### src/rtl/edge_rle_packer.sv
// edge_rle_packer: thresholds an 8-bit Sobel edge-magnitude stream to edge/no-edge
// classes and run-length encodes each image line. The encoded words go into a
// first-word-fall-through FIFO for the downlink formatter. The input stream cannot
// stall, so a cycle whose words do not fit is dropped whole and a sticky overflow
// flag is set.
//
// Optional build macro: EDGE_RLE_HYST_EN. When it is defined, pixels after the first
// of a line use a hysteresis threshold (thr - HYST, floored at 0) while inside an
// edge run. When it is undefined, the plain threshold applies everywhere.
//
// Ports:
//   clk        rising-edge clock
//   rst        synchronous active-high reset
//   valid      edge_in carries a pixel this cycle
//   edge_in    unsigned edge magnitude
//   thresh     threshold, sampled on the first pixel of each line
//   rle_valid  FIFO head word present
//   rle_ready  consumer accepts the head word
//   rle_data   {class, eol, len[RUN_W-1:0]}; zero when rle_valid is low
//   overflow   sticky, set once any word has been dropped
module edge_rle_packer #(
    parameter int unsigned IMG_WIDTH  = 3000,
    parameter int unsigned RUN_W      = 14,
    parameter int unsigned FIFO_DEPTH = 16,
    parameter int unsigned HYST       = 16
) (
    input  logic             clk,
    input  logic             rst,
    input  logic             valid,
    input  logic [7:0]       edge_in,
    input  logic [7:0]       thresh,
    output logic             rle_valid,
    input  logic             rle_ready,
    output logic [RUN_W+1:0] rle_data,
    output logic             overflow
);

    localparam int unsigned COL_W = (IMG_WIDTH > 1) ? $clog2(IMG_WIDTH) : 1;
    localparam int unsigned PTR_W = $clog2(FIFO_DEPTH);
    localparam int unsigned CNT_W = PTR_W + 1;

    localparam logic [COL_W-1:0] COL_LAST  = COL_W'(IMG_WIDTH - 1);
    localparam logic [RUN_W-1:0] RUN_MAX   = '1;
    localparam logic [RUN_W-1:0] RUN_ONE   = RUN_W'(1);
    localparam logic [7:0]       THR_RESET = 8'd128;

    // The FIFO pointers wrap by natural overflow, which needs a power-of-two depth.
    if ((FIFO_DEPTH < 2) || ((FIFO_DEPTH & (FIFO_DEPTH - 1)) != 0) || (HYST > 255))
    begin : g_bad_param
        $error("edge_rle_packer: FIFO_DEPTH must be a power of two >= 2, HYST <= 255");
    end

    logic [COL_W-1:0] col_q, col_d;
    logic             cur_bit_q, cur_bit_d;
    logic [RUN_W-1:0] run_len_q, run_len_d;
    logic [7:0]       thr_q, thr_d;
    logic             overflow_q, overflow_d;

    logic [RUN_W+1:0] mem_q [FIFO_DEPTH];
    logic [PTR_W-1:0] wr_ptr_q, wr_ptr_d;
    logic [PTR_W-1:0] rd_ptr_q, rd_ptr_d;
    logic [CNT_W-1:0] count_q, count_d;

    logic             first_px;
    logic             last_px;
    logic             pix_bit;
    logic [RUN_W-1:0] run_inc;
    logic [RUN_W+1:0] word0, word1;
    logic [1:0]       n_push;
    logic [1:0]       n_acc;
    logic             pop;
    logic             drop;
    logic [CNT_W-1:0] free_slots;

    assign first_px = (col_q == '0);
    assign last_px  = (col_q == COL_LAST);
    assign run_inc  = run_len_q + 1'b1;

`ifdef EDGE_RLE_HYST_EN
    logic [7:0] thr_lo;

    // Inside an edge run the pixel only drops out below thr - HYST (floored at 0).
    always_comb begin
        thr_lo = '0;
        if (32'(thr_q) >= HYST) begin
            thr_lo = 8'(32'(thr_q) - HYST);
        end
        if (first_px) begin
            pix_bit = (edge_in >= thresh);
        end else if (cur_bit_q) begin
            pix_bit = (edge_in >= thr_lo);
        end else begin
            pix_bit = (edge_in >= thr_q);
        end
    end
`else
    // The first pixel of a line compares against the incoming threshold directly.
    assign pix_bit = (edge_in >= (first_px ? thresh : thr_q));
`endif

    // Run tracking and word generation; up to two words per pixel.
    always_comb begin
        col_d     = col_q;
        cur_bit_d = cur_bit_q;
        run_len_d = run_len_q;
        thr_d     = thr_q;
        word0     = '0;
        word1     = '0;
        n_push    = 2'd0;
        if (valid) begin
            col_d = last_px ? '0 : col_q + 1'b1;
            if (first_px) begin
                thr_d     = thresh;
                cur_bit_d = pix_bit;
                run_len_d = RUN_ONE;
                if (last_px) begin
                    // Single-pixel lines close immediately.
                    word0  = {pix_bit, 1'b1, RUN_ONE};
                    n_push = 2'd1;
                end
            end else if ((pix_bit == cur_bit_q) && (run_len_q != RUN_MAX)) begin
                run_len_d = run_inc;
                if (last_px) begin
                    word0  = {cur_bit_q, 1'b1, run_inc};
                    n_push = 2'd1;
                end
            end else begin
                // Class change or saturated run: close the current run first.
                word0     = {cur_bit_q, 1'b0, run_len_q};
                cur_bit_d = pix_bit;
                run_len_d = RUN_ONE;
                n_push    = 2'd1;
                if (last_px) begin
                    word1  = {pix_bit, 1'b1, RUN_ONE};
                    n_push = 2'd2;
                end
            end
        end
    end

    // FIFO bookkeeping. A same-cycle pop frees a slot for this cycle's pushes; if the
    // words still do not fit, all of them are dropped together.
    always_comb begin
        pop        = (count_q != '0) && rle_ready;
        free_slots = CNT_W'(FIFO_DEPTH) - count_q + CNT_W'(pop);
        drop       = (CNT_W'(n_push) > free_slots);
        n_acc      = drop ? 2'd0 : n_push;
        rd_ptr_d   = rd_ptr_q + PTR_W'(pop);
        wr_ptr_d   = wr_ptr_q + PTR_W'(n_acc);
        count_d    = count_q - CNT_W'(pop) + CNT_W'(n_acc);
        overflow_d = overflow_q | drop;
    end

    always_ff @(posedge clk) begin
        if (rst) begin
            col_q      <= '0;
            cur_bit_q  <= 1'b0;
            run_len_q  <= '0;
            thr_q      <= THR_RESET;
            overflow_q <= 1'b0;
            wr_ptr_q   <= '0;
            rd_ptr_q   <= '0;
            count_q    <= '0;
        end else begin
            col_q      <= col_d;
            cur_bit_q  <= cur_bit_d;
            run_len_q  <= run_len_d;
            thr_q      <= thr_d;
            overflow_q <= overflow_d;
            wr_ptr_q   <= wr_ptr_d;
            rd_ptr_q   <= rd_ptr_d;
            count_q    <= count_d;
        end
    end

    // Storage needs no reset; occupancy is tracked by count_q.
    always_ff @(posedge clk) begin
        if (n_acc != 2'd0) begin
            mem_q[wr_ptr_q] <= word0;
        end
        if (n_acc == 2'd2) begin
            mem_q[wr_ptr_q + PTR_W'(1)] <= word1;
        end
    end

    assign rle_valid = (count_q != '0);
    assign rle_data  = rle_valid ? mem_q[rd_ptr_q] : '0;
    assign overflow  = overflow_q;

endmodule

### config.mk
export PLATFORM = sky130hd
export DESIGN_NAME = edge_rle_packer
export DESIGN_NICKNAME = d
export VERILOG_FILES = /design/src/rtl/edge_rle_packer.sv
export SDC_FILE = /design/constraint.sdc
export NUM_CORES = 1
export LEC_CHECK = 0
export CAP_MARGIN = 20
export CELL_PAD_IN_SITES_DETAIL_PLACEMENT = 1
export CELL_PAD_IN_SITES_GLOBAL_PLACEMENT = 1
export CORE_ASPECT_RATIO = 2
export CORE_MARGIN = 2
export CORE_UTILIZATION = 54
export CTS_CLUSTER_DIAMETER = 120
export CTS_CLUSTER_SIZE = 8
export DETAILED_ROUTE_END_ITERATION = 7
export PLACE_DENSITY_LB_ADDON = 0.1
export SLEW_MARGIN = 20
export SYNTH_ARGS = -nofsm -noshare
export SYNTH_HDL_FRONTEND = slang
export SYNTH_SLANG_ARGS = --single-unit
### constraint.sdc
create_clock -name clk -period 20.1 [get_ports clk]
set_clock_uncertainty 0.2 [all_clocks]
set_input_delay 2.01 -clock clk [delete_from_list [all_inputs] [get_ports clk]]
set_output_delay 2.01 -clock clk [all_outputs]
set_load 0.05 [all_outputs]
# Word level (Yosys, flattened, before mapping)
# Memory sizes are Yosys's and may differ from the RTL's. A register that Yosys moved wholly into a read port is not among the register bits.
# Index checks and enable logic that the tools add are counted.
totals:
  register_bits: 49
  latch_bits: 0
  ram_bits: 256
  romBits: 0
  in_bits: 20
  output_inout_bits: 18
  wordCells: 58
  n_memories: 1
memory_table:
  columns: ["memory", "depth", "word_bits", "rd", "rd_clocked_by_memory_dff", "wr", "line_no", "text"]
  rows:
  - ["mem_q", 16, 16, 1, 1, 2, "59", "logic [RUN_W+1:0] mem_q [FIFO_DEPTH];"]
classes:
  n_addsub: 9
  n_mul: 0
  n_div: 0
  order_cmp: 2
  eq_ne: 5
  shift: 0
  n_mux: 26
  bitwise_logic: 1
  reduce_logical: 6
op_table:
  columns: ["op", "count"]
  rows:
  - ["$mux W16", 9]
  - ["$mux W14", 2]
  - ["$add A14 B1 Y14 const B", 1]
  - ["$ne A14 B14 Y1 const B", 1]
  - ["$add A12 B1 Y12 const B", 1]
  - ["$eq A12 B12 Y1 const B", 1]
  - ["$logic_not A12 Y1", 1]
  - ["$mux W12", 1]
  - ["$mux W2", 5]
  - ["$ge A8 B8 Y1", 1]
  - ["$mux W8", 1]
  - ["$mux W1", 7]
  - ["$add A5 B1 Y5", 1]
  - ["$add A5 B2 Y5", 1]
  - ["$gt A2 B5 Y1", 1]
  - ["$reduce_bool A5 Y1", 1]
  - ["$sub A5 B1 Y5", 1]
  - ["$sub A5 B5 Y5 const A", 1]
  - ["$add A4 B1 Y4", 1]
  - ["$add A4 B1 Y4 const B", 1]
  - ["$add A4 B2 Y4", 1]
  - ["$mux W4", 1]
  - ["$eq A2 B2 Y1 const B", 1]
  - ["$logic_and A1 B1 Y1", 2]
  - ["other kinds (5)", 5]

# Logic depth before layout (Yosys ltp)
# Gate-level depths: netlist (run 1).
depth:
  word_depth: 13
  mapped_depth: 31
  depth_no_buf: 28

# Worst setup path before layout (run 1)
# OpenSTA, ideal clock, no wires.
synth_timing:
  path_kind: "in2reg"
  startpoint: "in thresh[7]"
  endpoint: "reg count_q[4]"
  setup_time_ns: 0.070
  arrival_time_ns: 6.863
  required_time_ns: 19.830
  slack_ns: 12.967
  path_stages: 25
  path_buffers: 2
  path_cell_list: "mux2i_1 > ha_1 > a21oi_1 > o21ai_0 > or2_2 > o211a_1 > buf_2 > nor2_2 > ha_1 > or3_1 > ha_1 > nor2b_1 > o21ai_0 > a221oi_1 > a21oi_1 > clkbuf_1 > nand2b_1 > ha_1 > inv_1 > ha_1 > fa_1 > a21oi_1 > nor2_1 > or3_1 > a21oi_1"
synth_between:
  elab_chain_cells: 10
synth_rtl:
  columns: ["element", "line_no", "text"]
  rows:
  - ["start: declaration", "31", "input logic [7:0] thresh,"]
  - ["$mux W8 *", null, null]
  - ["$ge A8 B8 Y1 *", "98", "assign pix_bit = (edge_in >= (first_px ? thresh : thr_q));"]
  - ["$eq A1 B1 Y1 *", "121", "end else if ((pix_bit == cur_bit_q) && (run_len_q != RUN_MAX)) begin"]
  - ["$logic_and A1 B1 Y1 *", "121", null]
  - ["$mux W2 *", "121", null]
  - ["$mux W2 *", "112", "if (first_px) begin"]
  - ["$mux W2 *", "110", "if (valid) begin"]
  - ["$gt A2 B5 Y1", "146", "drop = (CNT_W'(n_push) > free_slots);"]
  - ["$mux W2 *", "147", "n_acc = drop ? 2'd0 : n_push;"]
  - ["$add A5 B2 Y5 *", "150", "count_d = count_q - CNT_W'(pop) + CNT_W'(n_acc);"]
  - ["end signal: assignment", "172", "count_q <= count_d;"]
  - ["end: declaration", "62", "logic [CNT_W-1:0] count_q, count_d;"]
# Every way passes the cells marked *; elsewhere a longest branch is shown, timed or not.
# A chain may end at the register's enable or synchronous reset.

# Worst setup path after layout (run 1)
layout_timing:
  startpoint: "in thresh[5]"
  endpoint: "reg count_q[4]"
# Same word-level chain as after synthesis.

==> qor.yml, run 1 <==
min_to: "mem_q[11][5]"
crit_fanout: 11
path_class: "in -> reg"
gr-total-overflow: 0
synth_area_leaders: "dfxtp_1, mux4_2, edfxtp_1"
synth-compound-area-share_pct: 19.1
hold_buffers: 0
rr_startpoint: "col_q[0]"
yosys_warnings: 0
setup_violations: 0
worst-r2r-cell-count: 29
dp.cells: 1529
layout-drive-gt1-share_pct: 13.7
fin_crit_ps: 7790
hp-class: "reg -> reg"
place_congestion: 0.881
netlist.area_leader.share_pct: 37.5
rsz0062_at_grt: "no"
cts_made_buffers: 44
synth-xor-area-share_pct: 1.34
via_per_inst: 6.64
track_usage_pct: 32.0
drtAntennaViolNets: 0
crit_path_frequent_cell: "ha_1"
worst_pin_slew_ps: 1190
min_path_cells: 1
critPathSlowestCell: "a21oi_1"
p_int_mw: 1.13
seq_area_frac_synth_pct: 48.0
cts_tree: "done"
grt_pass1_wl_mm: 65.2
maxCapViolCount: 0
first_iter_violations: 547
cts_htree_levels: 2
initial_core_util_pct: 54.8
netlist_area_sq_um: 13700
cts_num_sinks: 305
route.detailed.drc: 0
maxSlewHeadroom_pct: 20.1
max_stage_delay_ps: 690
io_buffer_count: 37
synth.area.mux_share_pct: 14.1
min-delay-start: "mem_q[11][5]"
die_area_sq_um: 26800
rows: 82
core_area_sq_um: 25000
finalHoldViolations: 0
wire_per_inst_microns: 26.0
async_flop_share_pct: 0
synth_top_family_by_area: "compound AO/OA/AOI/OAI gates"
antenna_found_initial: 0
top_level_ports: 38
tns_ps: 0
routed_wl_mm: 41.3
fill_cells: 2670
p_clk_share_pct: 41.6
cp.required_ps: 20370
synth_nets: 1273
ys_ff_latch: 305
worst_setup_path_end_kind: "flop"
nNetsFinal: 1290
irDropWorstVdd_mv: 0.0602
pwr-share-seq_pct: 41.0
synthAdderAreaFrac_pct: 2.84
outcome: "finished clean"
synth_edf_count: 48
synth_area_leader_cell: "dfxtp_1"
syn_inst: 1223
comb_power_share_pct: 17.4
instances_no_fill: 1588
clk-insertion-delay-late_ps: 550
ys.flop_type: "dfxtp_1"
firstDrtPassIters: 5
grt_max_degree: 67
clk_path_buf_depth: 3
p_leak_nw: 5.60
drv_slew: 0
period_share_pct: 38.7
swShare_pct: 28.2
vias: 10600
reg2reg_slack_ps: 12590
die_y_microns: 229
power_switching_mw: 0.446
ctsResizeCount: 0
antennaDiodeCount: 0
r2r_end: "count_q[4]"
clk_pin_slew_worst_paths_ps: 50
area.growth.synth_to_final_pct: 12.7
pre_cts_slack_ps: 11800
dp_hpwl_mm: 28.6
timing.hold.ws_ps: 260
root_buffer: "clkbuf_16"
ys_types: 65
powerDensity_nw_per_um2: 102
worstPathArrival_ps: 8050
total_power_mw: 1.58
fin_ws_ps: 12310
grt_pass1_vias: 11700
yosys.area_share.simple_pct: 10.8
fmax_mhz: 128
postSynthAreaPerCell_sq_um: 11.2
die_w_microns: 117
post-cts-setup-buffers: 0
start_kind: "input pin"
-- flip-flops by register name (all words and copies together), names as in the netlist --
register / count
mem_q: 256
run_len_q: 14
col_q: 12
thr_q: 8
count_q: 5
rd_ptr_q: 4
wr_ptr_q: 4
cur_bit_q: 1
overflow: 1
-- Yosys cell counts (2+ instances only) --
library cell	n
o21a_1	3
and2_1	18
or3_1	6
a21boi_0	3
nor3_1	10
and3_1	4
a211oi_2	2
a22o_2	3
mux2i_1	11
o21ai_0	72
fa_1	2
a22oi_1	5
buf_2	24
nor2_1	70
clkinv_1	2
ha_1	28
buf_1	11
a211oi_1	9
edfxtp_1	48
nand2b_1	8
clkbuf_1	40
nand3_1	38
o211ai_1	6
nand4_1	6
or4_1	4
nor4_1	2
a211o_1	3
xor2_1	9
inv_1	40
nand2_1	104
dfxtp_1	257
and4_1	2
xnor2_1	12
buf_6	2
a21oi_1	22
buf_4	4
mux4_2	80
o2bb2ai_1	21
nor2b_1	16
a21o_1	3
a22o_1	157
nor3_2	5
a31oi_1	9
o22ai_1	17
or2_2	5
-- through the flow --
step | util [%] | instance area, sq um
after floorplan | - | 13700
after global placement | 57.0 | 14300
after detailed placement | 57.0 | 14300
after CTS | 61.7 | 15500
after global routing | 61.8 | 15500
final | 61.8 | 15500
-- power groups by stage --
stage | Combinational, mW | Sequential (mW) | Clock, mW
global route | 0.300 | 0.651 | 0.684
global placement | 0.269 | 0.661 | 0
detailed placement | 0.275 | 0.662 | 0
finish | 0.275 | 0.649 | 0.657
CTS | 0.277 | 0.650 | 0.662
floorplan | 0.210 | 0.650 | 0
-- worst max-delay path, delay by kind of cell --
kind / cells / cell delay [ps]
AO/OA/AOI/OAI: 8 / 1950
adder cells (fa/ha/maj): 6 / 1810
buffers and inverters: 3 / 620
multiplexers: 1 / 200
AND/OR/NAND/NOR: 7 / 1460
-- cells in the final DEF, fill, tap and decap left out, types with 28 or more instances in the layout --
cell type	count
inv_1	40
a22o_1	157
nor2_1	69
nand3_1	38
nand2_1	104
dfxtp_1	255
mux4_2	80
clkbuf_16	44
ha_1	28
o21ai_0	72
edfxtp_1	48
clkdlybuf4s50_1	37
-- cells by family after synthesis --
logic type | Yosys count
AO/OA/AOI/OAI | 346
multiplexers | 93
buffers and inverters | 123
AND/OR/NAND/NOR | 305
adder cells (fa/ha/maj) | 30
XOR/XNOR | 21
flip-flops | 305
-- layer usage --
metal	up-vias	track usage [%]	part of all wire, %
met3	165	4.21	4.1
met2	380	59.3	55
met4	0	16.7	5.8
met5	-	0	0
li1	4648	-	-
met1	5357	34.1	35
-- final cells by class --
class	count	area [sq um]	share of cell area [%]
Clock buffer	55	1140	7.39
Clock inverter	3	33.8	0.219
Inverter	42	158	1.02
Multi-Input combinational cell	795	6630	42.9
Sequential cell	305	6590	42.6
Tap cell	336	420	2.72
Timing Repair Buffer	52	483	3.12
-- worst max path at each step --
stage	from	endpoint	cells past startpoint
final	thresh[5]	count_q[4]	25
after global routing	thresh[5]	count_q[4]	25
after CTS	thresh[5]	count_q[4]	25
after detailed placement	thresh[5]	count_q[4]	25
after global placement	thresh[5]	count_q[4]	25
after floorplan	thresh[7]	count_q[4]	25
(Power assumes the default switching activity.)
==> inputs of run 2 (changes only) <==
- CORE_UTILIZATION: 54 -> 50
- clock period: 20.1 -> 8.1 ns (I/O delays scaled with it)
==> run 2 against run 1 <==
Net effect: final cell count is 1.1% higher; worst hold slack worse by 8.3 ps; global-route usage is 2.8 points lower; combinational power is 150% higher; critical path depth is 5 higher; clock power is 150% higher; first-iteration DRC count is 21% higher; clock-buffer cell count stayed put; power is 150% higher; highest routed layer unchanged; register-to-register slack worse by 12000 ps.
==> qor.yml, run 2 (synthesis results as in run 1) <==
die_w_microns: 121
finalHoldViolations: 0
ctsResizeCount: 0
period_share_pct: 88.3
hp-class: "reg -> reg"
grt_max_degree: 67
via_per_inst: 6.48
layout_common_cells: "dfxtp_1, a22o_1, nand2_1, mux4_2, o21ai_0"
rsz0062_at_grt: "no"
tns_ps: 0
post-cts-setup-buffers: 0
antennaDiodeCount: 0
post_dp_cell_area_sq_um: 14300
irDropWorstVdd_mv: 0.179
cts_tree: "done"
p_leak_nw: 5.63
gr-total-overflow: 0
grt_pass1_wl_mm: 64.5
die_area_sq_um: 28900
firstDrtPassIters: 5
drv_slew: 0
dp.cells: 1547
reg2reg_slack_ps: 950
cp.required_ps: 8370
outcome: "finished clean"
powerDensity_nw_per_um2: 254
worst-path-buf-inv: 6
pre_cts_slack_ps: 976
cts_htree_levels: 2
critPathSlowestCell: "fa_1"
nNetsFinal: 1295
root_buffer: "clkbuf_16"
clk_pin_slew_worst_paths_ps: 50
initial_core_util_pct: 50.8
rows: 85
area.growth.synth_to_final_pct: 13.0
cts_num_sinks: 305
grt_pass1_vias: 11300
final_core_utilization_pct: 57.4
fmax_mhz: 140
dp_hpwl_mm: 29.1
reg_top3: "mem_q: 256 flops, run_len_q: 14 flops, col_q: 12 flops"
crit_fanout: 13
instances_no_fill: 1605
worst_setup_path_end_kind: "flop"
vias: 10400
fin_crit_ps: 7150
timing.hold.ws_ps: 252
clk-insertion-delay-late_ps: 550
first_iter_violations: 663
maxCapViolCount: 0
worst_pin_slew_ps: 1190
route.detailed.drc: 0
cts_made_buffers: 44
core_area_sq_um: 27000
regMostFlops: "mem_q"
final_cell_area_sq_um: 15500
cp_top_family: "simple AND/OR/NAND/NOR gates"
max_stage_delay_ps: 460
hold_buffers: 0
total_power_mw: 3.94
die_y_microns: 238
start_kind: "flop"
wire_per_inst_microns: 25.7
clk_path_buf_depth: 3
worstPathArrival_ps: 7430
drtAntennaViolNets: 0
io_buffer_count: 37
place_congestion: 0.875
layout-drive-gt1-share_pct: 14.0
routed_wl_mm: 41.3
antenna_found_initial: 0
top_level_ports: 38
final_common_cell: "dfxtp_1"
fin_ws_ps: 948
path_class: "reg -> reg"
largest_reg_flops: 256
track_usage_pct: 29.2
maxSlewHeadroom_pct: 20.6
crit_path_frequent_cell: "ha_1"
setup_violations: 0
[run 2: cell count changes in the layout (fill, tap and decap cells not counted)]
cell | previous run | this run
nor4_2 | 1 | 0
a21oi_1 | 22 | 21
buf_4 | 14 | 20
a21oi_2 | 0 | 1
clkbuf_4 | 1 | 0
nor4_1 | 1 | 2
[run 2: per-layer routing]
layer | up-vias | wire [microns] | part of all wire, % | GRT usage [%]
met4 | 0 | 1660 | 4.0 | 12.9
met2 | 276 | 23100 | 56 | 55.3
met3 | 116 | 1490 | 3.6 | 4.04
met1 | 5337 | 15100 | 37 | 31.7
li1 | 4671 | - | - | -
met5 | - | 0 | 0 | 0
[run 2: power breakdown]
group | internal (mW) | switching [mW] | total (mW)
Sequential | 1.56 | 0.0624 | 1.63
Clock | 0.975 | 0.657 | 1.63
Combinational | 0.287 | 0.394 | 0.681
Total | 2.83 | 1.11 | 3.94
[run 2: final timing paths]
kind | to | cells past startpoint | startpoint
worst max-delay path | count_q[4] | 30 | col_q[0]
worst min-delay path | mem_q[14][12] | 2 | mem_q[14][12]
worst max register to register | count_q[4] | 30 | col_q[0]
worst min register to register | mem_q[14][12] | 2 | mem_q[14][12]
[run 2: cell type report]
cell class	instances	area [sq um]
Fill cell	2805	11500
Multi-Input combinational cell	795	6630
Sequential cell	305	6590
Clock buffer	55	1140
Timing Repair Buffer	57	520
Tap cell	348	435
Inverter	42	158
Clock inverter	3	33.8
[run 2: worst reg2reg max path, delay by kind of cell (launching register included)]
family / cells / cell delay (ps)
and+or+nand+nor: 9 / 2030
DFF: 1 / 350
buffers and inverters: 6 / 990
muxes: 1 / 270
adders and majority gates: 6 / 1790
AOI/OAI and AO/OA: 8 / 1450
